$ cat config.mk
export PLATFORM = sky130hd
export DESIGN_NAME = dmem_arbiter
export DESIGN_NICKNAME = d
export VERILOG_FILES = /design/src/rtl/dmem_arb_pkg.sv /design/src/rtl/dmem_arb_perf.sv /design/src/rtl/dmem_arbiter.sv
export SDC_FILE = /design/constraint.sdc
export NUM_CORES = 1
export LEC_CHECK = 0
export CORE_AREA = 2 2 117 119
export CTS_BUF_LIST = sky130_fd_sc_hd__clkbuf_16
export DETAILED_ROUTE_END_ITERATION = 10
export DIE_AREA = 0 0 119 121
export PLACE_DENSITY = 0.73
export SLEW_MARGIN = 20
export SYNTH_ARGS = -nofsm -noshare
export SYNTH_HDL_FRONTEND = slang
export SYNTH_SLANG_ARGS = --single-unit
$ cat constraint.sdc
create_clock -name clk -period 5.52 [get_ports clk]
set_input_delay 1.38 -clock clk [delete_from_list [all_inputs] [get_ports clk]]
set_output_delay 1.38 -clock clk [all_outputs]
set_load 0.01 [all_outputs]
$ cat src/rtl/dmem_arb_pkg.sv
// dmem_arb_pkg
//   Shared types and defaults for the data-memory arbiter.
//   arb_state_t : owner of the memory port in the previous cycle.
//   req_id_t    : requester identity, used to remember the most recent winner.
//   DEFAULT_MAX_BURST : default burst bound before the owner must yield.
package dmem_arb_pkg;

  typedef enum logic [1:0] {
    IDLE = 2'd0,
    OWN0 = 2'd1,
    OWN1 = 2'd2
  } arb_state_t;

  typedef enum logic {
    R0 = 1'b0,
    R1 = 1'b1
  } req_id_t;

  localparam int DEFAULT_MAX_BURST = 4;

endpackage

$ cat src/rtl/dmem_arb_perf.sv
// dmem_arb_perf
//   Saturating performance counters for the data-memory arbiter.
//   Only built when DMEM_ARB_PERF_EN is defined.
// Ports
//   clk, rst            : clock, async active-high reset (clears all counters)
//   gnt0, gnt1          : a beat was granted to r0 / r1 this cycle
//   conflict            : both requesters asked this cycle
//   r0_gnt_cnt          : number of beats granted to r0
//   r1_gnt_cnt          : number of beats granted to r1
//   conflict_cnt        : number of contested cycles
`ifdef DMEM_ARB_PERF_EN
module dmem_arb_perf #(
  parameter int CNT_W = 16
) (
  input  logic             clk,
  input  logic             rst,
  input  logic             gnt0,
  input  logic             gnt1,
  input  logic             conflict,
  output logic [CNT_W-1:0] r0_gnt_cnt,
  output logic [CNT_W-1:0] r1_gnt_cnt,
  output logic [CNT_W-1:0] conflict_cnt
);

  localparam logic [CNT_W-1:0] CNT_ONE = CNT_W'(1);

  // Each counter sticks at all-ones instead of wrapping, so a long run
  // never reports a misleadingly small value.
  always_ff @(posedge clk or posedge rst) begin
    if (rst) begin
      r0_gnt_cnt   <= '0;
      r1_gnt_cnt   <= '0;
      conflict_cnt <= '0;
    end else begin
      if (gnt0 && (r0_gnt_cnt != '1))
        r0_gnt_cnt <= r0_gnt_cnt + CNT_ONE;
      if (gnt1 && (r1_gnt_cnt != '1))
        r1_gnt_cnt <= r1_gnt_cnt + CNT_ONE;
      if (conflict && (conflict_cnt != '1))
        conflict_cnt <= conflict_cnt + CNT_ONE;
    end
  end

endmodule
`endif

$ cat src/rtl/dmem_arbiter.sv
// dmem_arbiter
//   Shares one single-port data memory between r0 (core load/store) and
//   r1 (debug/DMA loader). Round-robin with a bounded burst: the owner keeps
//   the port for up to MAX_BURST consecutive beats, then yields if the other
//   requester is waiting. Memory read data is combinational; each requester
//   gets its read data registered one cycle after the grant.
// Configuration macro
//   DMEM_ARB_PERF_EN : adds saturating perf counters (CNT_W wide) and their
//                      output ports. Arbitration is identical either way.
// Ports
//   clk, rst                       : clock, async active-high reset
//   rX_req/we/addr/wdata           : request from requester X (held until gnt)
//   rX_gnt                         : combinational grant, one beat this cycle
//   rX_rvalid/rdata                : registered read return (1-cycle pulse)
//   mem_a/mem_wd/mem_we            : memory address/write data/write enable
//   mem_rd                         : memory combinational read data
//   busy                           : arbiter is not IDLE
//   r0_gnt_cnt/r1_gnt_cnt/conflict_cnt : perf counters (DMEM_ARB_PERF_EN only)
module dmem_arbiter
  import dmem_arb_pkg::*;
#(
  parameter int AW        = 32,
  parameter int DW        = 32,
  parameter int MAX_BURST = DEFAULT_MAX_BURST
`ifdef DMEM_ARB_PERF_EN
  ,
  parameter int CNT_W     = 16
`endif
) (
  input  logic          clk,
  input  logic          rst,
  input  logic          r0_req,
  input  logic          r0_we,
  input  logic [AW-1:0] r0_addr,
  input  logic [DW-1:0] r0_wdata,
  output logic          r0_gnt,
  output logic          r0_rvalid,
  output logic [DW-1:0] r0_rdata,
  input  logic          r1_req,
  input  logic          r1_we,
  input  logic [AW-1:0] r1_addr,
  input  logic [DW-1:0] r1_wdata,
  output logic          r1_gnt,
  output logic          r1_rvalid,
  output logic [DW-1:0] r1_rdata,
  output logic [AW-1:0] mem_a,
  output logic [DW-1:0] mem_wd,
  output logic          mem_we,
  input  logic [DW-1:0] mem_rd,
  output logic          busy
`ifdef DMEM_ARB_PERF_EN
  ,
  output logic [CNT_W-1:0] r0_gnt_cnt,
  output logic [CNT_W-1:0] r1_gnt_cnt,
  output logic [CNT_W-1:0] conflict_cnt
`endif
);

  // Beat counter must be able to hold MAX_BURST itself.
  localparam int BW = (MAX_BURST < 1) ? 1 : $clog2(MAX_BURST + 1);
  localparam logic [BW-1:0] BEAT_MAX = BW'(MAX_BURST);
  localparam logic [BW-1:0] BEAT_ONE = BW'(1);

  arb_state_t    state, state_n;
  req_id_t       last, last_n;
  logic [BW-1:0] beat, beat_n;
  logic          gnt0, gnt1;

  // Grant decision and next-state. The owner keeps the port while its burst
  // budget lasts or nobody else is waiting. Grants are suppressed while rst is
  // high so no write reaches memory during the reset cycle.
  always_comb begin
    gnt0    = 1'b0;
    gnt1    = 1'b0;
    state_n = state;
    last_n  = last;
    beat_n  = beat;

    case (state)
      IDLE: begin
        if (r0_req && (!r1_req || (last == R1)))
          gnt0 = 1'b1;
        else if (r1_req)
          gnt1 = 1'b1;
      end
      OWN0: begin
        if (r0_req && ((beat < BEAT_MAX) || !r1_req))
          gnt0 = 1'b1;
        else if (r1_req)
          gnt1 = 1'b1;
      end
      OWN1: begin
        if (r1_req && ((beat < BEAT_MAX) || !r0_req))
          gnt1 = 1'b1;
        else if (r0_req)
          gnt0 = 1'b1;
      end
      default: ;
    endcase

    if (rst) begin
      gnt0 = 1'b0;
      gnt1 = 1'b0;
    end

    // A continuing owner extends its burst (capped); a new owner starts at 1.
    if (gnt0) begin
      state_n = OWN0;
      last_n  = R0;
      if (state == OWN0)
        beat_n = (beat == BEAT_MAX) ? BEAT_MAX : beat + BEAT_ONE;
      else
        beat_n = BEAT_ONE;
    end else if (gnt1) begin
      state_n = OWN1;
      last_n  = R1;
      if (state == OWN1)
        beat_n = (beat == BEAT_MAX) ? BEAT_MAX : beat + BEAT_ONE;
      else
        beat_n = BEAT_ONE;
    end else begin
      state_n = IDLE;
      beat_n  = '0;
    end
  end

  // Memory port mux: idle port is driven to zero.
  always_comb begin
    mem_a  = '0;
    mem_wd = '0;
    mem_we = 1'b0;
    if (gnt0) begin
      mem_a  = r0_addr;
      mem_wd = r0_wdata;
      mem_we = r0_we;
    end else if (gnt1) begin
      mem_a  = r1_addr;
      mem_wd = r1_wdata;
      mem_we = r1_we;
    end
  end

  assign r0_gnt = gnt0;
  assign r1_gnt = gnt1;
  assign busy   = (state != IDLE);

  // Arbitration state plus registered read return. rdata only updates on a
  // granted read so it holds the last value between reads.
  always_ff @(posedge clk or posedge rst) begin
    if (rst) begin
      state     <= IDLE;
      last      <= R1;
      beat      <= '0;
      r0_rvalid <= 1'b0;
      r1_rvalid <= 1'b0;
      r0_rdata  <= '0;
      r1_rdata  <= '0;
    end else begin
      state     <= state_n;
      last      <= last_n;
      beat      <= beat_n;
      r0_rvalid <= gnt0 && !r0_we;
      r1_rvalid <= gnt1 && !r1_we;
      if (gnt0 && !r0_we)
        r0_rdata <= mem_rd;
      if (gnt1 && !r1_we)
        r1_rdata <= mem_rd;
    end
  end

`ifdef DMEM_ARB_PERF_EN
  dmem_arb_perf #(
    .CNT_W(CNT_W)
  ) u_perf (
    .clk          (clk),
    .rst          (rst),
    .gnt0         (gnt0),
    .gnt1         (gnt1),
    .conflict     (r0_req && r1_req),
    .r0_gnt_cnt   (r0_gnt_cnt),
    .r1_gnt_cnt   (r1_gnt_cnt),
    .conflict_cnt (conflict_cnt)
  );
`endif

endmodule

==> results of run 1 <==
## flip-flops by register name, summed over array words and instances (netlist names)
register,cells
r0_rdata,32
r1_rdata,32
beat,3
state,2
last,1
r0_rvalid,1
r1_rvalid,1
## per-stage QoR
step | hold slack (ns) | instance area, um^2
finish | 0.483 | 6990
global route | 0.503 | 6990
CTS | 0.489 | 6990
detailed placement | 0.475 | 6690
global placement | 0.467 | 6690
floorplan | 0.509 | 3550
## cells by family (layout without fill, tap and decap cells)
group,after synthesis,after routing
fa+ha+maj,2,2
compound gates,79,79
mux,65,65
simple gates,15,15
flops,72,72
buf+inv,29,327
## final timing paths
path	startpoint	to	slack, ns	cells after the start
max in group asynchronous	rst	r0_rdata[6]$_DFFE_PP0P_	3.16	3
worst min register to register	r0_rdata[0]$_DFFE_PP0P_	r0_rdata[0]$_DFFE_PP0P_	0.48	1
worst min-delay path	r0_rdata[0]$_DFFE_PP0P_	r0_rdata[0]$_DFFE_PP0P_	0.48	1
worst max register to register	state[1]$_DFF_PP0_	r1_rdata[31]$_DFFE_PP0P_	3.28	5
worst max-delay path	r0_req	mem_a[14]	0.58	6
min in group asynchronous	rst	state[0]$_DFF_PP0_	1.76	3
## report_power, final
group | leakage, nW | switching, W | internal (W)
logic | 1.80 | 0.000283 | 0.000497
clock network | 0.152 | 0.000229 | 0.000355
registers | 0.865 | 0.0000689 | 0.000659
total | 2.82 | 0.000581 | 0.00151
## layout by cell type (no fill, tap or decap), types with 2 or more instances in the layout
| master | instances |
|---|---|
| inv_6 | 2 |
| mux2_2 | 6 |
| a221oi_1 | 2 |
| ha_1 | 2 |
| buf_4 | 4 |
| a22o_1 | 65 |
| a21oi_1 | 2 |
| buf_12 | 2 |
| inv_1 | 5 |
| dfrtp_1 | 71 |
| mux2_1 | 58 |
| clkbuf_16 | 9 |
| nand2b_1 | 3 |
| clkdlybuf4s50_1 | 299 |
| clkinv_2 | 2 |
| a221oi_4 | 2 |
## routing by layer
metal | vias to the layer above | global-route usage (%) | share of wire, %
met5 | - | 0 | 0
met4 | 0 | 4.02 | 1.1
met3 | 15 | 5.45 | 7.9
met2 | 173 | 30.5 | 51
met1 | 1677 | 21.0 | 40
li1 | 1593 | - | -
## worst max-delay path: stages
cell and delay [ns]:
clkdlybuf4s50_1 0.64, nand3_1 0.31, nor2_4 0.20, buf_4 0.28, a22o_1 0.20, clkdlybuf4s50_1 0.55
## layout make-up
class / count / area [um^2]
Clock buffer: 9 / 225
Timing Repair Buffer: 305 / 3060
Tap cell: 176 / 220
Inverter: 6 / 26.3
Clock inverter: 7 / 77.6
Fill cell: 1093 / 6090
Multi-Input combinational cell: 161 / 1580
Sequential cell: 72 / 1800
==> impl_metrics.ini, run 1 <==
[run_status]
outcome = completed

[sta]
min_period_ns = 4.94
hold_viol = 0
rsz0062_at_grt = no
fin_setup_tns_ns = 0
tightest_slew_ns = 0.904
timing.final.ws_setup_ns = 0.575
slew_headroom_pct = 39.7
setup_viol = 0
fin_crit_sh_pct = 89.6
finalMaxSlewViolations = 0
fmax_mhz = 202
clock_skew_ns = 0.00960

[routing]
wirelength_mm = 13.0
wl_per_cell_um = 17.7
num_vias = 3458
first_pass_iters = 4
drt_iter0_drc = 181
drtAntennaViolNets = 0
vias_per_cell = 4.70
drc = 0

[synthesis]
synth_top_cell_by_area = dfrtp_1
synth_most_common_cell = dfrtp_1
yosysSeqAreaShare_pct = 50.8
synth_compound_area_share_pct = 19.8
avgSynthCellArea_um2 = 13.5
yosysWarnings = 0
synth_top_area_share_pct = 50.1
synth_cell_type_count = 37
synth_cells = 262
ys_top_cells_by_count = 71 x dfrtp_1, 65 x a22o_1, 58 x mux2_1, 8 x buf_2, 7 x buf_6
yosys-top-cells-area = dfrtp_1 50%, mux2_1 18%, a22o_1 16%
async_reset_ff_share_pct = 100
synth-edff-count = 0
synthFlopType = dfrtp_1
synth_simple_gate_area_share_pct = 2.93
synth_top_family_by_area = multiplexers
synth_area_mm2 = 0.00355
synth.mux.area_fraction_pct = 20.6
synthXorXnorAreaFrac_pct = 0
syn_nets = 430
ys_ff_latch = 72
synth_fa_ha_area_share_pct = 0.705

[setup_path]
arrival_ns = 3.56
cp.required_ns = 4.14
critPathMaxFanout = 23
path_class = in -> out
endpoint_kind = output port
start_kind = primary input

[global_routing]
grt_max_degree = 73
grt_pass1_wl_mm = 19.7
antenna_found_initial = 0
grt-ovfl-total = 0
grt_pass1_vias = 3686
grt_usage_pct = 17.4

[layout]
fin_cells = 736
utilization_pct = 53.5
antennaDiodeCount = 0
nets = 723
drive_above_1_share_pct = 6.25
area_growth_pct = 97.1

[placed_design]
placedCellCount = 720
gp_congestion = 0.801
pre_cts_ws_ns = 0.588
placement.io_buffers = 299
dp_hpwl_mm = 10.3

[floorplanning]
rows = 42
pin_count = 300
core_mm2 = 0.0131
dieArea_mm2 = 0.0144
fp.dieW_um = 119
die_h_um = 121
initial_utilization_pct = 27.1

[clock_tree]
numCtsBuffers = 9
clk_path_buf_depth = 2
postCtsSetupBuffers = 0
clk_latency_ns = 0.32
cts_max_level = 3
cts_hold_buf = 0
cts_tree = yes
cts_root_buffer = clkbuf_16
clk_pin_slew_ns = 0.06
cts_num_sinks = 72
cts_resized = 0

[power_and_ir_drop]
vdd_drop_max_v = 0.000152
total_power_w = 0.00209
power.leakage_nw = 2.82
p_per_area_mw_per_mm2 = 299

[run]
drv_cap = 0

[min_path]
holdCritPathClass = reg -> reg
No activity file was read; power rests on OpenSTA's default activity.
==> inputs of run 2 (changes only) <==
Settings changed: SYNTH_HIERARCHICAL set to 1.
==> results of run 2 <==
No change in the layout: final DEF, timing and power equal those of run 1.
Main changes from that run: Yosys warning count 0 -> 6
==> inputs of run 3 (changes only) <==
Settings changed: MAX_ROUTING_LAYER set to met4, TNS_END_PERCENT set to 5.
==> run 3 against run 2 <==
  * Sequential power about the same
  * Die area unchanged
  * Clock power about the same
  * Critical path depth unchanged
  * Synthesized area unchanged
  * Clock skew up 0.0017 ns
  * Critical endpoint is now mem_wd[2]
==> impl_metrics.ini, run 3 <==
[global_routing]
grt_pass1_vias = 3684
grt_usage_pct = 17.9
grt_pass1_wl_mm = 19.7
grt_max_degree = 73
grt-ovfl-total = 0
antenna_found_initial = 0

[routing]
drt_iter0_drc = 211
vias_per_cell = 4.70
drc = 0
wl_per_cell_um = 17.7
first_pass_iters = 4
num_vias = 3457
drtAntennaViolNets = 0
wirelength_mm = 13.0

[power_and_ir_drop]
p_per_area_mw_per_mm2 = 299
power.leakage_nw = 2.82
p_sw_w = 0.000582
seq_power_share_pct = 34.8
vdd_drop_max_v = 0.000152
comb_power_share_pct = 37.3
swShare_pct = 27.8
power.internal_w = 0.00151
clkPwrFrac_pct = 28.0

[sta]
tightest_slew_ns = 0.902
hold_viol = 0
timing.final.ws_setup_ns = 0.585
min_period_ns = 4.94
rsz0062_at_grt = no
fmax_mhz = 203
finalMaxSlewViolations = 0
setup_viol = 0
fin_crit_sh_pct = 89.4
clock_skew_ns = 0.0113
slew_headroom_pct = 39.9
fin_setup_tns_ns = 0

[layout]
fillers = 1093
layout_commonest_cell = clkdlybuf4s50_1
largestRegisters = r0_rdata x32, r1_rdata x32, beat x3
area_growth_pct = 97.1
layout_common_cells = 299 x clkdlybuf4s50_1, 71 x dfrtp_1, 65 x a22o_1
drive_above_1_share_pct = 6.25
nets = 723
antennaDiodeCount = 0
multi_input_area_mm2 = 0.00158
seq_area_mm2 = 0.00180

[floorplanning]
initial_utilization_pct = 27.1
pin_count = 300
rows = 42
dieArea_mm2 = 0.0144
fp.dieW_um = 119
core_mm2 = 0.0131
die_h_um = 121

[clock_tree]
cts_num_sinks = 72
cts_hold_buf = 0
clk_latency_ns = 0.33
clk_pin_slew_ns = 0.06
clk_path_buf_depth = 2
cts_tree = yes
numCtsBuffers = 9
cts_resized = 0
cts_root_buffer = clkbuf_16
cts_max_level = 3
postCtsSetupBuffers = 0

[synthesis]
avgSynthCellArea_um2 = 13.5
synth-edff-count = 0
ys_top_cells_by_count = 71 x dfrtp_1, 65 x a22o_1, 58 x mux2_1, 8 x buf_2, 7 x buf_6
synthFlopType = dfrtp_1
synth_cell_type_count = 37
yosysWarnings = 6
yosys-top-cells-area = dfrtp_1 50%, mux2_1 18%, a22o_1 16%
async_reset_ff_share_pct = 100
synth_top_family_by_area = multiplexers
synth.mux.area_fraction_pct = 20.6
synth_most_common_cell = dfrtp_1
synth_simple_gate_area_share_pct = 2.93
synth_top_area_share_pct = 50.1
synth_fa_ha_area_share_pct = 0.705
synth_area_mm2 = 0.00355
yosysSeqAreaShare_pct = 50.8
synth_compound_area_share_pct = 19.8
ys_ff_latch = 72
synthXorXnorAreaFrac_pct = 0
synth_top_cell_by_area = dfrtp_1
syn_nets = 430
synth_cells = 262

[setup_path]
cp_common_cell = clkdlybuf4s50_1
crit_slowest_cell = clkdlybuf4s50_1
critPathMaxFanout = 66
timing.rr.end = r1_rdata[31]$_DFFE_PP0P_
reg2regPathDepth = 5
worstPathCellList = clkdlybuf4s50_1, nand2b_1, a221oi_4, buf_12, a22o_1, clkdlybuf4s50_1
start_kind = primary input
max_stage_delay_ns = 0.58
path_class = in -> out
cp.required_ns = 4.14
endpoint_kind = output port
r2r_setup_slack_ns = 3.27
arrival_ns = 3.56
timing.rr.start = state[1]$_DFF_PP0_

[min_path]
holdCritPathClass = reg -> reg
hold_depth = 1
holdPathEnd = r0_rdata[0]$_DFFE_PP0P_
min_from = r0_rdata[0]$_DFFE_PP0P_

[placed_design]
dp_hpwl_mm = 10.3
placement.io_buffers = 299
gp_congestion = 0.812
pre_cts_ws_ns = 0.588

[run]
drv_cap = 0

[run_status]
outcome = completed
run 3: area by class of cell:
type / instances / share of cell area, %
clock buffers: 9 / 3.22
clock inverters: 7 / 1.11
inverters: 6 / 0.376
multi-input cells: 161 / 22.6
flip-flops and latches: 72 / 25.8
well taps: 176 / 3.15
repair buffers: 305 / 43.8
run 3: metrics by stage:
step | utilization [%] | instances | hold slack [ns] | power (W) | cell area, um^2
2_1_floorplan | - | 262 | 0.509 | 0.00101 | 3550
3_3_place_gp | 51.1 | 720 | 0.467 | 0.00151 | 6690
3_5_place_dp | 51.1 | 720 | 0.475 | 0.00153 | 6690
4_1_cts | 53.5 | 736 | 0.489 | 0.00212 | 6990
5_1_grt | 53.5 | 736 | 0.503 | 0.00221 | 6990
6_report | 53.5 | 736 | 0.483 | 0.00209 | 6990
run 3: worst max-delay path by stage:
stage / from / to / slack [ns]
after floorplan: rst / mem_a[0] / 0.62
after global placement: rst / mem_wd[2] / 0.62
after detailed placement: r0_req / mem_a[14] / 0.59
after CTS: r0_req / mem_a[14] / 0.58
after global routing: r0_req / mem_a[14] / 0.46
final: rst / mem_wd[2] / 0.58
run 3: power by group through the flow:
stage	sequential [W]	combinational [W]	clock, W
after floorplan	0.000790	0.000218	0
after global placement	0.000729	0.000778	0
after detailed placement	0.000739	0.000789	0
after CTS	0.000730	0.000792	0.000602
after global routing	0.000747	0.000831	0.000628
final	0.000728	0.000780	0.000586
run 3: logic make-up after synthesis:
group           after synthesis
simple gates                 15
mux                          65
flops                        72
buf+inv                      29
fa+ha+maj                     2
compound gates               79
run 3: layer usage:
metal  vias up  share of wire [%]  GRT usage, %
li1       1593                  -             -
met1      1680                 40          21.5
met2       167                 51          30.2
met3        17                7.6          4.79
met4         0                1.5          4.32
met5         -                  0             -
run 3: critical path: cells and delay by family:
kind / cells / cell delay (ns)
compound gates: 2 / 0.51
buf+inv: 3 / 1.35
simple gates: 1 / 0.28
==> patch, RTL diff (flow settings as in run 2) <==
The package constant `DEFAULT_MAX_BURST` goes from 4 to 2.
--- a/src/rtl/dmem_arb_pkg.sv
+++ b/src/rtl/dmem_arb_pkg.sv
@@ -16,7 +16,7 @@
     R1 = 1'b1
   } req_id_t;
 
-  localparam int DEFAULT_MAX_BURST = 4;
+  localparam int DEFAULT_MAX_BURST = 2;
 
 endpackage
 
Function: changed (a bounded check fails within 4 cycles, from zero or initial values and one cycle with rst high).
==> patch against run 2 <==
- worst setup slack improved by 37 ps
- area after synthesis decreased by 2.2%
- die area unchanged
- final area decreased by 1.6%
- sequential cell count decreased by 1
- first-iteration DRC count decreased by 19%
- routed wire length increased by 2.8%
- synthesized cell count decreased by 2.7%
- sequential share of layout area increased by 0.058 points
- total power increased by 0.86%
- critical path type unchanged
- critical endpoint is now mem_wd[11]
- highest routed layer unchanged
==> patch: results <==
metrics = {
    "synthesis": {
        "syn_nets": 422,
        "ys_top_cells_by_count": "70 x dfrtp_1, 65 x a22o_1, 61 x mux2_2",
        "synth_area_leaders": "dfrtp_1 50%, mux2_2 20%, a22o_1 16%",
    },
    "setup_path": {
        "rr_worst_depth": 4,
        "critPathMaxFanout": 43,
        "r2r-start": "beat[1]$_DFF_PP0_",
        "reg2reg_to": "r0_rdata[2]$_DFFE_PP0P_",
        "max_stage_delay_ps": 550,
        "critPathArrivalTime_ps": 3530,
        "r2r_slack_ps": 3130,
    },
    "sta": {
        "max_slew_margin_pct": 40.2,
        "whs_ps": 498,
        "skew_ps": 3.93,
    },
    "layout": {
        "final-seq-area_mm2": 0.00178,
        "buffers": 306,
        "layout-drive-gt1-share_pct": 16.5,
        "multi_input_area_mm2": 0.00151,
        "inv_count": 4,
        "clockNetworkAreaShare_pct": 4.16,
        "nets": 715,
        "fillers": 1116,
        "reg.largest.list": "r0_rdata x32, r1_rdata x32",
    },
    "power_and_ir_drop": {
        "intPower_mw": 1.53,
        "comb_cell_power_uw": 823,
    },
    "detailed_routing": {
        "routed_wl_mm": 13.4,
        "vias": 3377,
    },
    "hold_path": {
        "hold_end": "r1_rdata[13]$_DFFE_PP0P_",
        "hold_start": "r1_rdata[13]$_DFFE_PP0P_",
    },
    "clocking": {
        "clock_sinks": 71,
    },
    "place": {
        "dp_hpwl_mm": 10.5,
    },
    "global_route": {
        "grt_pass1_wl_mm": 20.1,
        "grt_max_degree": 56,
        "grt_pass1_vias": 3659,
    },
    "status": {
        "outcome": "complete, no violations",
    },
}
## patch: cell count changes in the layout (fill, tap and decap cells not counted), moves of 2 or more
cell      change
a21oi_1       +3
a221oi_1      -2
a221oi_4      -2
clkinv_1      +2
clkinv_2      -2
inv_1         -2
mux2_1       -55
mux2_2       +55
nand2b_1      -2
## patch: worst max-delay path by stage
stage,start,depth (start not counted),end,slack [ps]
5_1_grt,rst,7,mem_wd[12],500
4_1_cts,rst,6,mem_a[28],620
6_report,rst,6,mem_wd[11],610
3_5_place_dp,rst,6,mem_wd[11],640
2_1_floorplan,rst,5,mem_a[23],1680
3_3_place_gp,rst,6,mem_wd[3],690
## patch: cells by family (layout without fill, tap and decap cells)
logic type                 after synthesis  count (layout)  share of synthesized area [%]
adders and majority gates                1               1                          0.360
muxes                                   66              66                           21.5
AOI/OAI and AO/OA                       80              80                           19.7
and+or+nand+nor                          9               9                           1.66
buffers and inverters                   28             325                           5.55
DFF                                     71              71                           51.2
## patch: stage by stage
stage | power, mW | setup WS [ps] | cells | util [%] | cell area, µm²
global placement | 1.55 | 691 | 713 | 50.4 | 6600
CTS | 2.14 | 624 | 728 | 52.6 | 6880
finish | 2.11 | 612 | 728 | 52.6 | 6880
floorplan | 1.03 | 1680 | 255 | - | 3470
global route | 2.22 | 500 | 728 | 52.6 | 6880
detailed placement | 1.57 | 637 | 713 | 50.4 | 6600
## patch: routing by layer
layer  track usage (%)  part of all wire [%]
met1              20.6                    39
met2              31.0                    52
met3              6.95                   8.5
met4              4.24                   1.3
met5                 0                     0
## patch: critical path: cells and delay by family
| family | cells | cell delay, ps |
|---|---|---|
| buffers and inverters | 3 | 1250 |
| AO/OA/AOI/OAI | 2 | 440 |
| AND/OR/NAND/NOR | 1 | 430 |
